<file path="config.mk">
export PLATFORM = sky130hd
export DESIGN_NAME = tt_mux_slot_ctrl
export DESIGN_NICKNAME = d
export VERILOG_FILES = /design/src/rtl/tt_mux_pkg.sv /design/src/rtl/tt_mux_ow_sel.sv /design/src/rtl/tt_mux_slot_ctrl.sv
export SDC_FILE = /design/constraint.sdc
export NUM_CORES = 1
export LEC_CHECK = 0
export BUFFER_PORTS_ARGS = -buffer_cell sky130_fd_sc_hd__buf_2
export CORE_AREA = 8 8 177 179
export DETAILED_ROUTE_END_ITERATION = 8
export DIE_AREA = 0 0 185 187
export SLEW_MARGIN = 20
export SYNTH_ARGS = -nofsm -noshare
export SYNTH_HDL_FRONTEND = slang
export SYNTH_SLANG_ARGS = --single-unit
</file>
<file path="constraint.sdc">
create_clock -name clk -period 1.65 [get_ports clk]
set_input_delay 0.33 -clock clk [delete_from_list [all_inputs] [get_ports clk]]
set_output_delay 0.33 -clock clk [all_outputs]
set_load 0.01 [all_outputs]
</file>
<file path="src/rtl/tt_mux_pkg.sv">
// Shared types, default widths and helpers for the multi-slot project controller.
// Optional feature macro: TT_MUX_OUT_REG_EN (registered ow output, see tt_mux_ow_sel).
package tt_mux_pkg;

  // Default configuration and the widths derived from it.
  localparam int unsigned NProjDef    = 16;
  localparam int unsigned IwWDef      = 18;
  localparam int unsigned OwWDef      = 24;
  localparam int unsigned GuardCycDef = 4;
  localparam int unsigned RstHoldDef  = 8;
  localparam int unsigned AddrWDef    = $clog2(NProjDef);

  // Upper bounds for the generic slice helper; N_PROJ*OW_W must not exceed BusMax.
  localparam int unsigned OwMax  = 64;
  localparam int unsigned BusMax = 1024;

  // Controller states, kept as plain constants for older tool flows.
  typedef logic [1:0] state_t;
  localparam state_t StIdle  = 2'd0;
  localparam state_t StGuard = 2'd1;
  localparam state_t StHold  = 2'd2;
  localparam state_t StRun   = 2'd3;

  // Counter width that holds max(guard, hold) without wrapping.
  function automatic int unsigned cnt_w(input int unsigned guard_cyc, input int unsigned rst_hold);
    int unsigned m;
    m = (guard_cyc > rst_hold) ? guard_cyc : rst_hold;
    return $clog2(m + 1);
  endfunction

  // Slice idx of a packed bus of ow_w-bit fields; caller truncates to its own width.
  function automatic logic [OwMax-1:0] ow_slice(input logic [BusMax-1:0] bus,
                                                input int unsigned idx,
                                                input int unsigned ow_w);
    logic [BusMax-1:0] sh;
    sh = bus >> (idx * ow_w);
    return sh[OwMax-1:0];
  endfunction

endpackage

</file>
<file path="src/rtl/tt_mux_ow_sel.sv">
// N_PROJ:1 selector of OW_W-bit slot output slices.
// With TT_MUX_OUT_REG_EN defined the result is registered (one extra cycle, cleared
// whenever the controller is not about to be in RUN); otherwise it is purely combinational.
module tt_mux_ow_sel
  import tt_mux_pkg::*;
#(
  parameter int unsigned N_PROJ = NProjDef,
  parameter int unsigned OW_W   = OwWDef,
  parameter int unsigned ADDR_W = AddrWDef
) (
  input  logic                     clk,
  input  logic                     rst,
  input  logic [N_PROJ*OW_W-1:0]   proj_ow_i,
  input  logic [ADDR_W-1:0]        idx_i,
  input  logic                     run_i,
  input  logic [ADDR_W-1:0]        idx_nxt_i,
  input  logic                     run_nxt_i,
  output logic [OW_W-1:0]          ow_o
);

  localparam int unsigned BusW = N_PROJ * OW_W;

  logic [BusMax-1:0] bus_ext;

  // Zero-extend the slot bus to the helper's fixed width.
  always_comb begin
    bus_ext          = '0;
    bus_ext[BusW-1:0] = proj_ow_i;
  end

`ifdef TT_MUX_OUT_REG_EN
  logic [OW_W-1:0] ow_d, ow_q;
  logic            unused_cur;

  // Next output value: the slice the controller will present once it is in RUN.
  always_comb begin
    ow_d = '0;
    if (run_nxt_i) ow_d = OW_W'(ow_slice(bus_ext, 32'(idx_nxt_i), OW_W));
  end

  // Output register.
  always_ff @(posedge clk or posedge rst) begin
    if (rst) ow_q <= '0;
    else     ow_q <= ow_d;
  end

  assign ow_o       = ow_q;
  assign unused_cur = ^{run_i, idx_i};
`else
  logic unused_reg;

  // Combinational selection, forced to zero outside RUN.
  always_comb begin
    ow_o = '0;
    if (run_i) ow_o = OW_W'(ow_slice(bus_ext, 32'(idx_i), OW_W));
  end

  assign unused_reg = ^{clk, rst, run_nxt_i, idx_nxt_i};
`endif

endmodule

</file>
<file path="src/rtl/tt_mux_slot_ctrl.sv">
// Multi-slot project controller: break-before-make slot switching with a guard
// interval, per-slot reset hold, iw gating and ow return selection.
// Optional feature macro: TT_MUX_OUT_REG_EN (registered ow, handled in tt_mux_ow_sel).
module tt_mux_slot_ctrl
  import tt_mux_pkg::*;
#(
  parameter int unsigned N_PROJ    = NProjDef,
  parameter int unsigned IW_W      = IwWDef,
  parameter int unsigned OW_W      = OwWDef,
  parameter int unsigned GUARD_CYC = GuardCycDef,
  parameter int unsigned RST_HOLD  = RstHoldDef
) (
  input  logic                        clk,
  input  logic                        rst,
  input  logic                        sel_valid,
  output logic                        sel_ready,
  input  logic [$clog2(N_PROJ)-1:0]   sel_addr,
  output logic                        sel_err,
  input  logic [IW_W-1:0]             iw,
  output logic [IW_W-1:0]             proj_iw,
  output logic [N_PROJ-1:0]           proj_ena,
  input  logic [N_PROJ*OW_W-1:0]      proj_ow,
  output logic [OW_W-1:0]             ow,
  output logic                        active,
  output logic [$clog2(N_PROJ)-1:0]   cur_addr
);

  localparam int unsigned AW = $clog2(N_PROJ);
  localparam int unsigned CW = cnt_w(GUARD_CYC, RST_HOLD);

  state_t            state_d, state_q;
  logic [CW-1:0]     cnt_d, cnt_q;
  logic [AW-1:0]     addr_d, addr_q;
  logic [AW-1:0]     cur_addr_d, cur_addr_q;
  logic [N_PROJ-1:0] ena_d, ena_q;
  logic              err_d, err_q;
  logic              accept;
  logic              addr_ok;

  assign sel_ready = (state_q == StIdle) || (state_q == StRun);
  assign accept    = sel_valid && sel_ready;
  assign addr_ok   = (32'(sel_addr) < N_PROJ);

  // Next-state logic: FSM, guard/hold counter, latched request and enables.
  always_comb begin
    state_d    = state_q;
    cnt_d      = cnt_q;
    addr_d     = addr_q;
    cur_addr_d = cur_addr_q;
    ena_d      = ena_q;
    err_d      = 1'b0;
    case (state_q)
      StIdle: begin
        if (accept) begin
          if (addr_ok) begin
            addr_d  = sel_addr;
            cnt_d   = '0;
            state_d = StGuard;
          end else begin
            err_d = 1'b1;
          end
        end
      end
      StGuard: begin
        // Enable rises GUARD_CYC+1 edges after the accepting edge.
        if (cnt_q == CW'(GUARD_CYC)) begin
          ena_d      = N_PROJ'(1) << addr_q;
          cur_addr_d = addr_q;
          cnt_d      = '0;
          state_d    = StHold;
        end else begin
          cnt_d = cnt_q + 1'b1;
        end
      end
      StHold: begin
        if (cnt_q == CW'(RST_HOLD - 1)) begin
          cnt_d   = '0;
          state_d = StRun;
        end else begin
          cnt_d = cnt_q + 1'b1;
        end
      end
      StRun: begin
        if (accept) begin
          // Break before make: the old slot drops on the accepting edge.
          ena_d = '0;
          if (addr_ok) begin
            addr_d  = sel_addr;
            cnt_d   = '0;
            state_d = StGuard;
          end else begin
            err_d   = 1'b1;
            state_d = StIdle;
          end
        end
      end
      default: begin
        ena_d   = '0;
        cnt_d   = '0;
        state_d = StIdle;
      end
    endcase
  end

  // Controller state registers.
  always_ff @(posedge clk or posedge rst) begin
    if (rst) begin
      state_q    <= StIdle;
      cnt_q      <= '0;
      addr_q     <= '0;
      cur_addr_q <= '0;
      ena_q      <= '0;
      err_q      <= 1'b0;
    end else begin
      state_q    <= state_d;
      cnt_q      <= cnt_d;
      addr_q     <= addr_d;
      cur_addr_q <= cur_addr_d;
      ena_q      <= ena_d;
      err_q      <= err_d;
    end
  end

  // Input gating: slots see nothing until enabled, and rst_n (bit1) low during hold.
  always_comb begin
    proj_iw = '0;
    case (state_q)
      StHold: begin
        proj_iw    = iw;
        proj_iw[1] = 1'b0;
      end
      StRun:   proj_iw = iw;
      default: proj_iw = '0;
    endcase
  end

  assign proj_ena = ena_q;
  assign sel_err  = err_q;
  assign active   = (state_q == StRun);
  assign cur_addr = cur_addr_q;

  tt_mux_ow_sel #(
    .N_PROJ (N_PROJ),
    .OW_W   (OW_W),
    .ADDR_W (AW)
  ) u_ow_sel (
    .clk       (clk),
    .rst       (rst),
    .proj_ow_i (proj_ow),
    .idx_i     (cur_addr_q),
    .run_i     (state_q == StRun),
    .idx_nxt_i (cur_addr_d),
    .run_nxt_i (state_d == StRun),
    .ow_o      (ow)
  );

endmodule

</file>
* After elaboration in Yosys (flattened, before gate mapping) *
Index checks and enable logic that the tools add are counted.

word-level totals
  flip-flop bits (word level) = 30
  input port bits = 409
  output and inout bits = 65
  word-level logic and storage cells = 40

cells by class
  add/sub/neg operators = 1
  multipliers = 1
  equality and inequality tests = 9
  shift operators = 2
  multiplexer cells = 13
  reduce and logical (&&, ||, !) cells = 9

operators with widths
  operator                                          count
  right shift 384 x 9 -> 24 bit                     1
  one-hot mux 18 bit (2 select lines)               1
  two-way mux 16 bit                                2
  one-hot mux 16 bit (2 select lines)               1
  two-way mux 24 bit                                1
  left shift 1 x 4 -> 16 bit, first input constant  1
  two-way mux 4 bit                                 3
  one-hot mux 4 bit (3 select lines)                1
  == test 4 x 3 -> 1 bit, second input constant     2
  multiplier 4 x 2 -> 6 bit, second input constant  1
  two-way mux 2 bit                                 3
  one-hot mux 2 bit (3 select lines)                1
  AND reduction 3 bit                               2
  adder 4 x 1 -> 4 bit, second input constant       1
  == test 2 bit, second input constant              2
  != test 2 x 1 -> 1 bit, second input constant     2
  != test 2 bit, second input constant              2
  AND reduction 2 bit                               2
  == test 2 x 1 -> 1 bit, second input constant     1
  zero test 2 bit                                   1
  nonzero test 2 bit                                1
  OR reduction 2 bit                                1
  logical AND 1 bit                                 1
  logical OR 1 bit                                  1

* Depth between registers and ports, before layout *
Gate-level depths: netlist of run 1.

  word-level depth = 5
  depth in mapped cells = 8
  gate-level depth less buffers = 6

* Hierarchy *
A second synthesis of run 1 with hierarchy kept.

second synthesis, totals
  cells, all modules = 541
  area, all modules = 4942.2 µm²

by module, submodules not included
  module            times used  cells an instance  area an instance (µm²)  sequential area each (µm²)
  tt_mux_ow_sel     1           407                3407.0                  0.0
  tt_mux_slot_ctrl  1           134                1535.2                  750.7

* Worst setup path after synthesis of run 1 *
No wires, ideal clock.

  kind = register -> output
  from = register cur_addr_q[0], in the netlist cur_addr[0]
  to = output ow[22]
  data arrival time = 1.530 ns
  data required time = 1.320 ns
  setup slack = -0.210 ns
  cell stages (with the launch flop) = 9
  path buffers = 4
  cell sequence = dfrtp_1 buf_6 buf_12 buf_12 buf_12 mux2i_1 a22oi_1 nand2_1 o21ai_1

between the ends
  word-level cells in the longest chain between the ends = 3

RTL lines
  element                        RTL line                 source
  start, declared                tt_mux_slot_ctrl.sv:34   logic [AW-1:0] cur_addr_d, cur_addr_q;
  start signal, assigned         tt_mux_slot_ctrl.sv:118  cur_addr_q <= cur_addr_d;
  multiplier 4 x 2 -> 6 bit      tt_mux_pkg.sv:36         sh = bus >> (idx * ow_w);
  right shift 384 x 9 -> 24 bit  tt_mux_pkg.sv:36
  two-way mux 24 bit             tt_mux_ow_sel.sv:55      if (run_i) ow_o = OW_W'(ow_slice(bus_ext, 32'(idx_i), OW_W));
  end, declared                  tt_mux_slot_ctrl.sv:23   output logic [OW_W-1:0] ow,

No other way between the ends.

* Worst setup path in the final report of run 1 *
  from = register cur_addr_q[0], in the netlist cur_addr[0]
  to = output ow[19]

The elaborated chain is that of the path after synthesis.

==> flow_summary_export.csv, run 1 <==
group,metric,value,unit
clock_tree,htreeDepth,2,
worst_setup_path,critPathMaxStageDelay,0.50,ns
finish,final_util,0.338,
global_routing,grt.total_usage,0.159,
clock_tree,hold_buffers,0,
synth,synth.avg_cell_area,9.30,µm²
global_routing,grt_max_degree,36,
sta,max_freq,0.421,GHz
run_status,violations,"negative setup slack",
worst_setup_path,cp.arrival,2.04,ns
worst_setup_path,cp.required,1.32,ns
detailed_routing,drtPass1Iterations,4,
detailed_routing,antenna_left,0,
worst_setup_path,cp-end-kind,"primary output",
sta,fin_tns_setup,-20.42,ns
run_status,outcome,"finished with violations",
global_routing,grt_pass1_vias,7168,
worst_setup_path,crit_type,"flip-flop to primary output",
synth,synth_area_leader_cell,"mux2i_1",
placed_design,numPortBuffers,472,
power_and_ir_drop,peakVddDrop,1.18,mV
placed_design,placed_area,8220,µm²
worst_setup_path,critPathLaunchType,"flip-flop",
finish,nFillCells,2944,
die,rows,62,
global_routing,antenna_found_initial,4,
worst_setup_path,critPathTopFamily,"multiplexers",
power_and_ir_drop,leakage,4.47,nW
synth,synthesis.nets,953,
synth,syn_area,5000,µm²
global_routing,overflow,0,
synth,yosys_warnings,0,
clock_tree,clockBufferDepth,2,
worst_setup_path,path_cells,"buf_12, buf_8, mux4_2, o211ai_1, nand2_1, buf_2",
sta,clock_skew,0.00375,ns
detailed_routing,vias_per_cell,4.57,
detailed_routing,avgRoutedWirePerCell,21.1,µm
clock_tree,cts_tree,"yes",
power_and_ir_drop,power_density,1560,nW/µm²
die,dieHeight,187,µm
detailed_routing,wirelength,30500,µm
sta,finalCritPeriodShare,1.44,
worst_setup_path,worst_path_max_delay_cell,"mux4_2",
synth,synthTopCellsByArea,"mux2i_1 (30%), dfrtp_1 (15%), a22oi_1 (11%)",
clock_tree,clk_latency,0.28,ns
sta,rsz0062_at_grt,"yes",
worst_hold_path,hold_class,"input pin to asynchronous set/reset pin",
clock_tree,clk_pin_slew,0.05,ns
placed_design,gp_congestion,0.964,
worst_setup_path,crit_path_max_fanout,7,
detailed_routing,drtIter0Drc,314,
synth,async_flop_share,1.00,
placed_design,dp.cells,1408,
die,core,28400,µm²
clock_tree,numCtsBuffers,5,
detailed_routing,dr_total_vias,6597,
synth,ys_ff_latch,30,
die,die_area,34600,µm²
clock_tree,cts.sinks,30,
detailed_routing,drc,0,
finish,fin_area,9590,µm²
synth,ys.flop_type,"dfrtp_1",
synth,synth_edf_count,0,
sta,final-setup-viol-count,53,
die,start_util,0.176,
run,drv_cap,0,
finish,syn2layout_area_growth,91.6,%
die,io_pins,474,
worst_setup_path,path_buf_inv,3,
finish,nets,1474,
synth,yosys.area.top_type_share,0.296,
clock_tree,cts_root_buffer,"clkbuf_16",
placed_design,pre_cts_slack,-0.484,ns
synth,ys_types,38,
sta,setup_ws,-0.724,ns
global_routing,grt_pass1_wl,42600,µm
synth,netlist_instances,538,
sta,maxSlewViolCount,0,
synth,synth_seq_area_share,0.150,
finish,fin_cells,1445,
finish,drive_gt1_frac,0.675,
placed_design,hpwl,25200,µm
die,dieWidth,185,µm
sta,fin_crit,2.37,ns
sta,finalHoldViolCount,0,
cell type report:
cell class	count	area (µm²)	area share
Antenna cell	1	2.50	0.000261
Clock buffer	6	139	0.0145
Clock inverter	2	60.1	0.00626
Inverter	7	28.8	0.00300
Multi-Input combinational cell	447	4490	0.468
Sequential cell	30	756	0.0788
Tap cell	384	480	0.0501
Timing Repair Buffer	568	3630	0.379
sequential cells by signal, summed over array words and instances, names as in the netlist:
signal    flops
proj_ena     16
cur_addr      4
addr_q        4
cnt_q         4
state_q       2
worst reg2reg max path, stage by stage, from the launching register on:
cell and delay (ns):
dfrtp_1 0.42, buf_6 0.15, ha_4 0.26, nand3_2 0.07, a22o_4 0.29, buf_12 0.17, o41ai_2 0.21
cells by family (layout without fill, tap and decap cells):
kind of cell / Yosys count / count (layout) / synth area share
simple gates: 133 / 133 / 0.132
mux: 179 / 179 / 0.429
other cells: 1 / 2 / 0.000749
fa+ha+maj: 6 / 6 / 0.0150
flops: 30 / 30 / 0.150
compound gates: 128 / 128 / 0.181
buf+inv: 61 / 583 / 0.0925
through the flow:
stage | total power [W] | hold slack (ns)
floorplan | 0.00715 | 0.421
global placement | 0.0109 | 0.431
detailed placement | 0.0110 | 0.429
CTS | 0.0135 | 0.134
global route | 0.0160 | 0.187
finish | 0.0150 | 0.121
synthesized netlist by cell type, types with 8 or more instances:
| cell type | instances |
|---|---|
| mux4_1 | 15 |
| nor2b_1 | 21 |
| o211ai_1 | 8 |
| nand3_1 | 22 |
| nand2_1 | 55 |
| clkbuf_1 | 18 |
| a22oi_1 | 70 |
| dfrtp_1 | 30 |
| o21ai_1 | 16 |
| buf_8 | 8 |
| buf_2 | 13 |
| mux2_2 | 8 |
| mux2i_1 | 148 |
| nand2b_1 | 19 |
| o31ai_1 | 12 |
| mux4_2 | 8 |
final timing paths:
check	depth (start not counted)	startpoint	slack, ns	end
min in group clk	2	sel_addr[2]	0.29	addr_q[2]
worst min register to register	2	proj_ena[0]	0.48	proj_ena[0]
worst max register to register	6	state_q[1]	-0.02	proj_ena[2]
worst min-delay path	3	rst	0.12	addr_q[0]
worst max-delay path	6	cur_addr[0]	-0.72	ow[19]
max in group asynchronous	3	rst	1.20	cur_addr[0]
cell usage in the layout, fill, tap and decap left out, types with 13 or more instances in the layout:
master   netlist  routed
dfrtp_1       30      28
a22oi_1       70      68
buf_2         13     464
buf_12         5      20
nand3_2        0      13
nand2_1       55      37
buf_4          2      47
buf_6          5      26
o21ai_2        4      20
mux4_2         8      19
mux2i_1      148     145
power breakdown:
part           total [W]  switching (W)  internal (W)
registers        0.00144       0.000400       0.00104
clock network    0.00123       0.000326      0.000905
logic             0.0123        0.00616       0.00615
total             0.0150        0.00688       0.00810
metal layers:
metal / share of wire / routed length [µm] / global-route usage
met1: 0.37 / 11300 / 0.177
met2: 0.53 / 16200 / 0.301
met3: 0.079 / 2410 / 0.0359
met4: 0.019 / 567 / 0.0305
met5: 0.00033 / 10 / 0
what timing repair did:
action / 4_1_cts / 5_1_grt
setup buffers: 5 / 17
cloned: 4 / 5
gates resized for setup: 74 / 98
endpoints found under the setup margin: 51 / 64
pin swaps: 13 / 70
No activity file was read; power rests on OpenSTA's default activity.
==> inputs of run 2 (changes only) <==
--- a/config.mk
+++ b/config.mk
@@ -6,9 +6,9 @@
 export NUM_CORES = 1
 export LEC_CHECK = 0
 export BUFFER_PORTS_ARGS = -buffer_cell sky130_fd_sc_hd__buf_2
-export CORE_AREA = 8 8 177 179
+export CORE_AREA = 8 8 178 180
 export DETAILED_ROUTE_END_ITERATION = 8
-export DIE_AREA = 0 0 185 187
+export DIE_AREA = 0 0 186 188
 export SLEW_MARGIN = 20
 export SYNTH_ARGS = -nofsm -noshare
 export SYNTH_HDL_FRONTEND = slang
==> run 2 against run 1 <==
The run still ends with negative setup slack left. Critical path type unchanged. Non-clock buffer count decreased by 3. Routed wire length grew 1.8%. Die area up 1.1%. Design area down 1.3%. Clock skew grew 0.0029 ns. First-iteration DRC count rose by 3.5%. Worst hold slack got worse by 0.030 ns. Cell count is 0.48% higher. Critical path depth did not move.
==> flow_summary_export.csv, run 2 (same netlist as run 1, synthesis figures left out) <==
group,metric,value,unit
sta,fin_crit,2.41,ns
sta,setup_ws,-0.757,ns
sta,finalHoldViolCount,0,
clock_tree,cts.sinks,30,
power_and_ir_drop,leakage,4.42,nW
die,core,29000,µm²
placed_design,placed_area,8140,µm²
clock_tree,clockBufferDepth,2,
run_status,violations,"negative setup slack",
finish,syn2layout_area_growth,89.0,%
sta,tightest_slew,0.547,ns
power_and_ir_drop,peakVddDrop,1.10,mV
die,dieWidth,186,µm
clock_tree,htreeDepth,2,
sta,max_freq,0.415,GHz
detailed_routing,vias_per_cell,4.65,
finish,drive_gt1_frac,0.668,
run,drv_cap,0,
placed_design,numPortBuffers,472,
sta,rsz0062_at_grt,"yes",
worst_setup_path,rr_endpoint,"proj_ena[9]",
sta,fin_tns_setup,-21.45,ns
worst_setup_path,r2r_cells,8,
worst_setup_path,cp.required,1.32,ns
sta,clock_skew,0.00668,ns
run_status,outcome,"finished with violations",
detailed_routing,wirelength,31000,µm
placed_design,gp_congestion,0.840,
global_routing,overflow,0,
worst_setup_path,cp.arrival,2.08,ns
global_routing,antenna_found_initial,11,
placed_design,pre_cts_slack,-0.596,ns
worst_setup_path,critPathLaunchType,"flip-flop",
finish,fin_cells,1452,
detailed_routing,dr_total_vias,6749,
placed_design,hpwl,25200,µm
finish,final_common_cell,"buf_2",
clock_tree,numCtsBuffers,5,
die,rows,63,
worst_setup_path,cp-startpoint,"cur_addr[0]",
clock_tree,clk_latency,0.28,ns
worst_setup_path,cp-end-kind,"primary output",
die,die_area,35000,µm²
clock_tree,cts_root_buffer,"clkbuf_16",
sta,finalCritPeriodShare,1.46,
worst_setup_path,r2r-start,"state_q[0]",
power_and_ir_drop,power_density,1540,nW/µm²
worst_setup_path,cp-endpoint,"ow[21]",
placed_design,dp.cells,1407,
finish,layout_common_cells,"buf_2 (466), mux2i_1 (144), a22oi_1 (65), buf_4 (50), nand2_1 (38)",
finish,nets,1471,
global_routing,grt_pass1_wl,42800,µm
finish,fin_area,9460,µm²
global_routing,grt.total_usage,0.160,
die,io_pins,474,
die,start_util,0.173,
detailed_routing,drc,0,
die,dieHeight,188,µm
finish,largest_reg_flops,16,
clock_tree,clk_pin_slew,0.05,ns
worst_setup_path,r2r_setup_slack,-0.11,ns
global_routing,grt_pass1_vias,6983,
detailed_routing,antenna_left,0,
global_routing,grt_max_degree,38,
worst_hold_path,hold_class,"input pin to asynchronous set/reset pin",
sta,maxSlewViolCount,0,
worst_setup_path,crit_path_max_fanout,7,
clock_tree,hold_buffers,0,
detailed_routing,drtPass1Iterations,5,
sta,slew_headroom,0.635,
worst_setup_path,crit_type,"flip-flop to primary output",
clock_tree,cts_tree,"yes",
sta,whs,0.0907,ns
detailed_routing,drtIter0Drc,325,
detailed_routing,avgRoutedWirePerCell,21.3,µm
sta,final-setup-viol-count,59,
## run 2: cell count changes in the layout (fill, tap and decap cells not counted), sizes merged
cell and delta:
bufinv -1, clkinv +2, buf -2, diode +4, clkbuf -2
## run 2: power breakdown
group,leakage (nW),internal [W],switching (W)
logic,3.94,0.00600,0.00609
clock network,0.0836,0.000705,0.000331
registers,0.397,0.00104,0.000394
total,4.42,0.00774,0.00682
## run 2: through the flow
| step | power [W] | utilization |
|---|---|---|
| after floorplan | 0.00715 | - |
| after global placement | 0.0105 | 0.281 |
| after detailed placement | 0.0106 | 0.281 |
| after CTS | 0.0132 | 0.308 |
| after global routing | 0.0155 | 0.326 |
| final | 0.0146 | 0.326 |
## run 2: worst max-delay path, stage by stage (launching register included)
cell and delay (ns):
dfrtp_4 0.44, buf_6 0.15, buf_16 0.14, mux4_2 0.50, o211ai_1 0.32, nand2_1 0.10, buf_2 0.15
## run 2: worst min-delay path by stage
stage / startpoint / cells past startpoint / to
3_5_place_dp: rst / 2 / cur_addr[3]
4_1_cts: rst / 2 / cnt_q[3]
6_report: rst / 2 / cur_addr[3]
5_1_grt: rst / 2 / cnt_q[3]
2_1_floorplan: rst / 1 / addr_q[0]
3_3_place_gp: rst / 2 / cnt_q[1]
## run 2: final cells by class
class / count / area, µm²
fill: 3039 / 19500
multi-input combinational: 447 / 4400
timing repair buffer: 565 / 3620
sequential: 30 / 754
tap: 390 / 488
clock buffer: 5 / 125
clock inverter: 3 / 40.0
inverter: 7 / 28.8
antenna: 5 / 12.5
## run 2: timing repair
action | CTS | global route
setup endpoints to repair | 54 | 61
gates cloned | 9 | 4
gates resized for setup | 60 | 77
pin swaps | 42 | 39
buffers inserted | 13 | 7
## run 2: routing by layer
layer | track usage | wire [µm]
met4 | 0.0324 | 553
met5 | 0 | 58
met3 | 0.0418 | 3180
met1 | 0.197 | 12000
met2 | 0.274 | 15200
==> inputs of run 3 (changes only) <==
--- a/config.mk
+++ b/config.mk
@@ -6,9 +6,10 @@
 export NUM_CORES = 1
 export LEC_CHECK = 0
 export BUFFER_PORTS_ARGS = -buffer_cell sky130_fd_sc_hd__buf_2
-export CORE_AREA = 8 8 178 180
+export CORE_AREA = 8 8 177 179
 export DETAILED_ROUTE_END_ITERATION = 8
-export DIE_AREA = 0 0 186 188
+export DIE_AREA = 0 0 185 187
+export SETUP_SLACK_MARGIN = 0.15
 export SLEW_MARGIN = 20
 export SYNTH_ARGS = -nofsm -noshare
 export SYNTH_HDL_FRONTEND = slang
==> run 3 against run 2 <==
The flow still finishes with violations (negative setup slack). Maximum frequency is essentially flat. First-iteration DRC count is 16% lower. Design area decreased by 0.75%. Total power decreased by 1.7%. Critical path type unchanged. Highest routed layer unchanged. Count of clock-buffer cells in the layout grew 2. Setup slack worse by 0.0022 ns. Sequential share of layout area rose by 0.061 points. Flip-flop and latch count unchanged. Largest cell class unchanged. Largest power group unchanged. Non-clock buffer count down 2. Combinational power is essentially flat. Register-to-register slack got worse by 0.07 ns.
==> flow_summary_export.csv, run 3 (same netlist as run 1, synthesis figures left out) <==
group,metric,value,unit
sta,setup_ws,-0.759,ns
detailed_routing,wirelength,30000,µm
clock_tree,numCtsBuffers,5,
clock_tree,cts_root_buffer,"clkbuf_16",
global_routing,grt_pass1_wl,41600,µm
clock_tree,clk_latency,0.27,ns
worst_setup_path,cp-end-kind,"primary output",
detailed_routing,antenna_left,0,
placed_design,numPortBuffers,472,
die,rows,62,
finish,multiInputGateArea,4420,µm²
run_status,violations,"negative setup slack",
run,drv_cap,0,
die,start_util,0.176,
detailed_routing,drtIter0Drc,273,
sta,rsz0062_at_grt,"yes",
finish,drive_gt1_frac,0.668,
power_and_ir_drop,leakage,4.37,nW
global_routing,grt.total_usage,0.155,
die,dieWidth,185,µm
detailed_routing,drtPass1Iterations,4,
sta,final-setup-viol-count,71,
run_status,outcome,"finished with violations",
worst_setup_path,critPathLaunchType,"flip-flop",
die,core,28400,µm²
finish,final_common_cell,"buf_2",
finish,ff_latch_area,754,µm²
clock_tree,htreeDepth,2,
power_and_ir_drop,peakVddDrop,1.02,mV
worst_hold_path,hold_class,"input pin to asynchronous set/reset pin",
detailed_routing,avgRoutedWirePerCell,20.8,µm
clock_tree,cts.sinks,30,
die,io_pins,474,
sta,finalHoldViolCount,0,
global_routing,overflow,0,
finish,nets,1470,
finish,final_util,0.331,
sta,finalCritPeriodShare,1.46,
finish,layout_common_cells,"buf_2 (467), mux2i_1 (147), a22oi_1 (65), buf_4 (44), nand2_1 (34)",
sta,max_freq,0.415,GHz
worst_setup_path,cp.arrival,2.08,ns
clock_tree,clockBufferDepth,2,
detailed_routing,vias_per_cell,4.60,
placed_design,hpwl,25500,µm
die,dieHeight,187,µm
power_and_ir_drop,power_density,1520,nW/µm²
sta,clock_skew,0.00355,ns
clock_tree,clk_pin_slew,0.05,ns
sta,fin_crit,2.41,ns
finish,largest_reg_flops,16,
global_routing,grt_max_degree,31,
sta,maxSlewViolCount,0,
global_routing,grt_pass1_vias,7012,
die,die_area,34600,µm²
worst_setup_path,crit_path_max_fanout,10,
finish,nFillCells,2968,
worst_setup_path,cp.required,1.32,ns
global_routing,antenna_found_initial,4,
power_and_ir_drop,p_total,0.0143,W
detailed_routing,dr_total_vias,6634,
worst_setup_path,crit_type,"flip-flop to primary output",
finish,syn2layout_area_growth,87.6,%
placed_design,gp_congestion,0.943,
detailed_routing,drc,0,
clock_tree,cts_tree,"yes",
[run 3: path summary, 6_finish.rpt]
| check | slack, ns | depth (start not counted) | endpoint | from |
|---|---|---|---|---|
| min in group clk | 0.29 | 2 | addr_q[1] | sel_addr[1] |
| min | 0.13 | 3 | cnt_q[1] | rst |
| max | -0.76 | 7 | ow[16] | cur_addr[0] |
| max reg2reg | -0.18 | 9 | proj_ena[11] | state_q[0] |
| max in group asynchronous | 1.20 | 3 | cur_addr[0] | rst |
| min reg2reg | 0.49 | 2 | proj_ena[8] | proj_ena[8] |
[run 3: cell type report]
| class | count | share of cell area |
|---|---|---|
| clock buffers | 7 | 0.0152 |
| multi-input cells | 448 | 0.471 |
| repair buffers | 563 | 0.378 |
| flip-flops and latches | 30 | 0.0804 |
| well taps | 384 | 0.0512 |
| clock inverters | 1 | 0.000533 |
| inverters | 7 | 0.00307 |
| diodes | 3 | 0.000800 |
[run 3: where the power goes]
| part | internal (W) | switching [W] |
|---|---|---|
| Combinational | 0.00596 | 0.00601 |
| Sequential | 0.00104 | 0.000396 |
| Clock | 0.000596 | 0.000301 |
[run 3: stage by stage]
step,area [µm²],setup slack [ns],instances,setup TNS (ns),hold WS [ns]
after floorplan,5140,-0.185,538,-4.23,0.421
after detailed placement,8370,-0.485,1415,-11.11,0.428
after global routing,9390,-0.840,1443,-31.50,0.176
after global placement,8370,-0.496,1415,-10.57,0.428
after CTS,8930,-0.754,1430,-20.86,0.140
final,9390,-0.759,1443,-26.28,0.127
[run 3: critical path, stage by stage, from the launching register on]
cell	delay, ns
dfrtp_4	0.49
buf_12	0.18
buf_12	0.16
mux4_2	0.52
nand2b_4	0.16
nand3_2	0.10
o21ai_2	0.05
buf_2	0.14
[run 3: layer usage]
metal / track usage / up-vias / part of all wire
met4: 0.0542 / 2 / 0.032
met3: 0.0332 / 45 / 0.079
met2: 0.277 / 332 / 0.50
met1: 0.177 / 3142 / 0.39
met5: 0 / - / 0.00043
li1: - / 3113 / -
[run 3: timing repair]
| item | CTS | global route |
|---|---|---|
| setup endpoints to repair | 75 | 75 |
| pin swaps | 19 | 28 |
| hold endpoints to repair | 0 | 0 |
| resized for setup | 73 | 72 |
| buffers inserted | 6 | 6 |
| hold buffers | 0 | 0 |
| cloned | 1 | 4 |
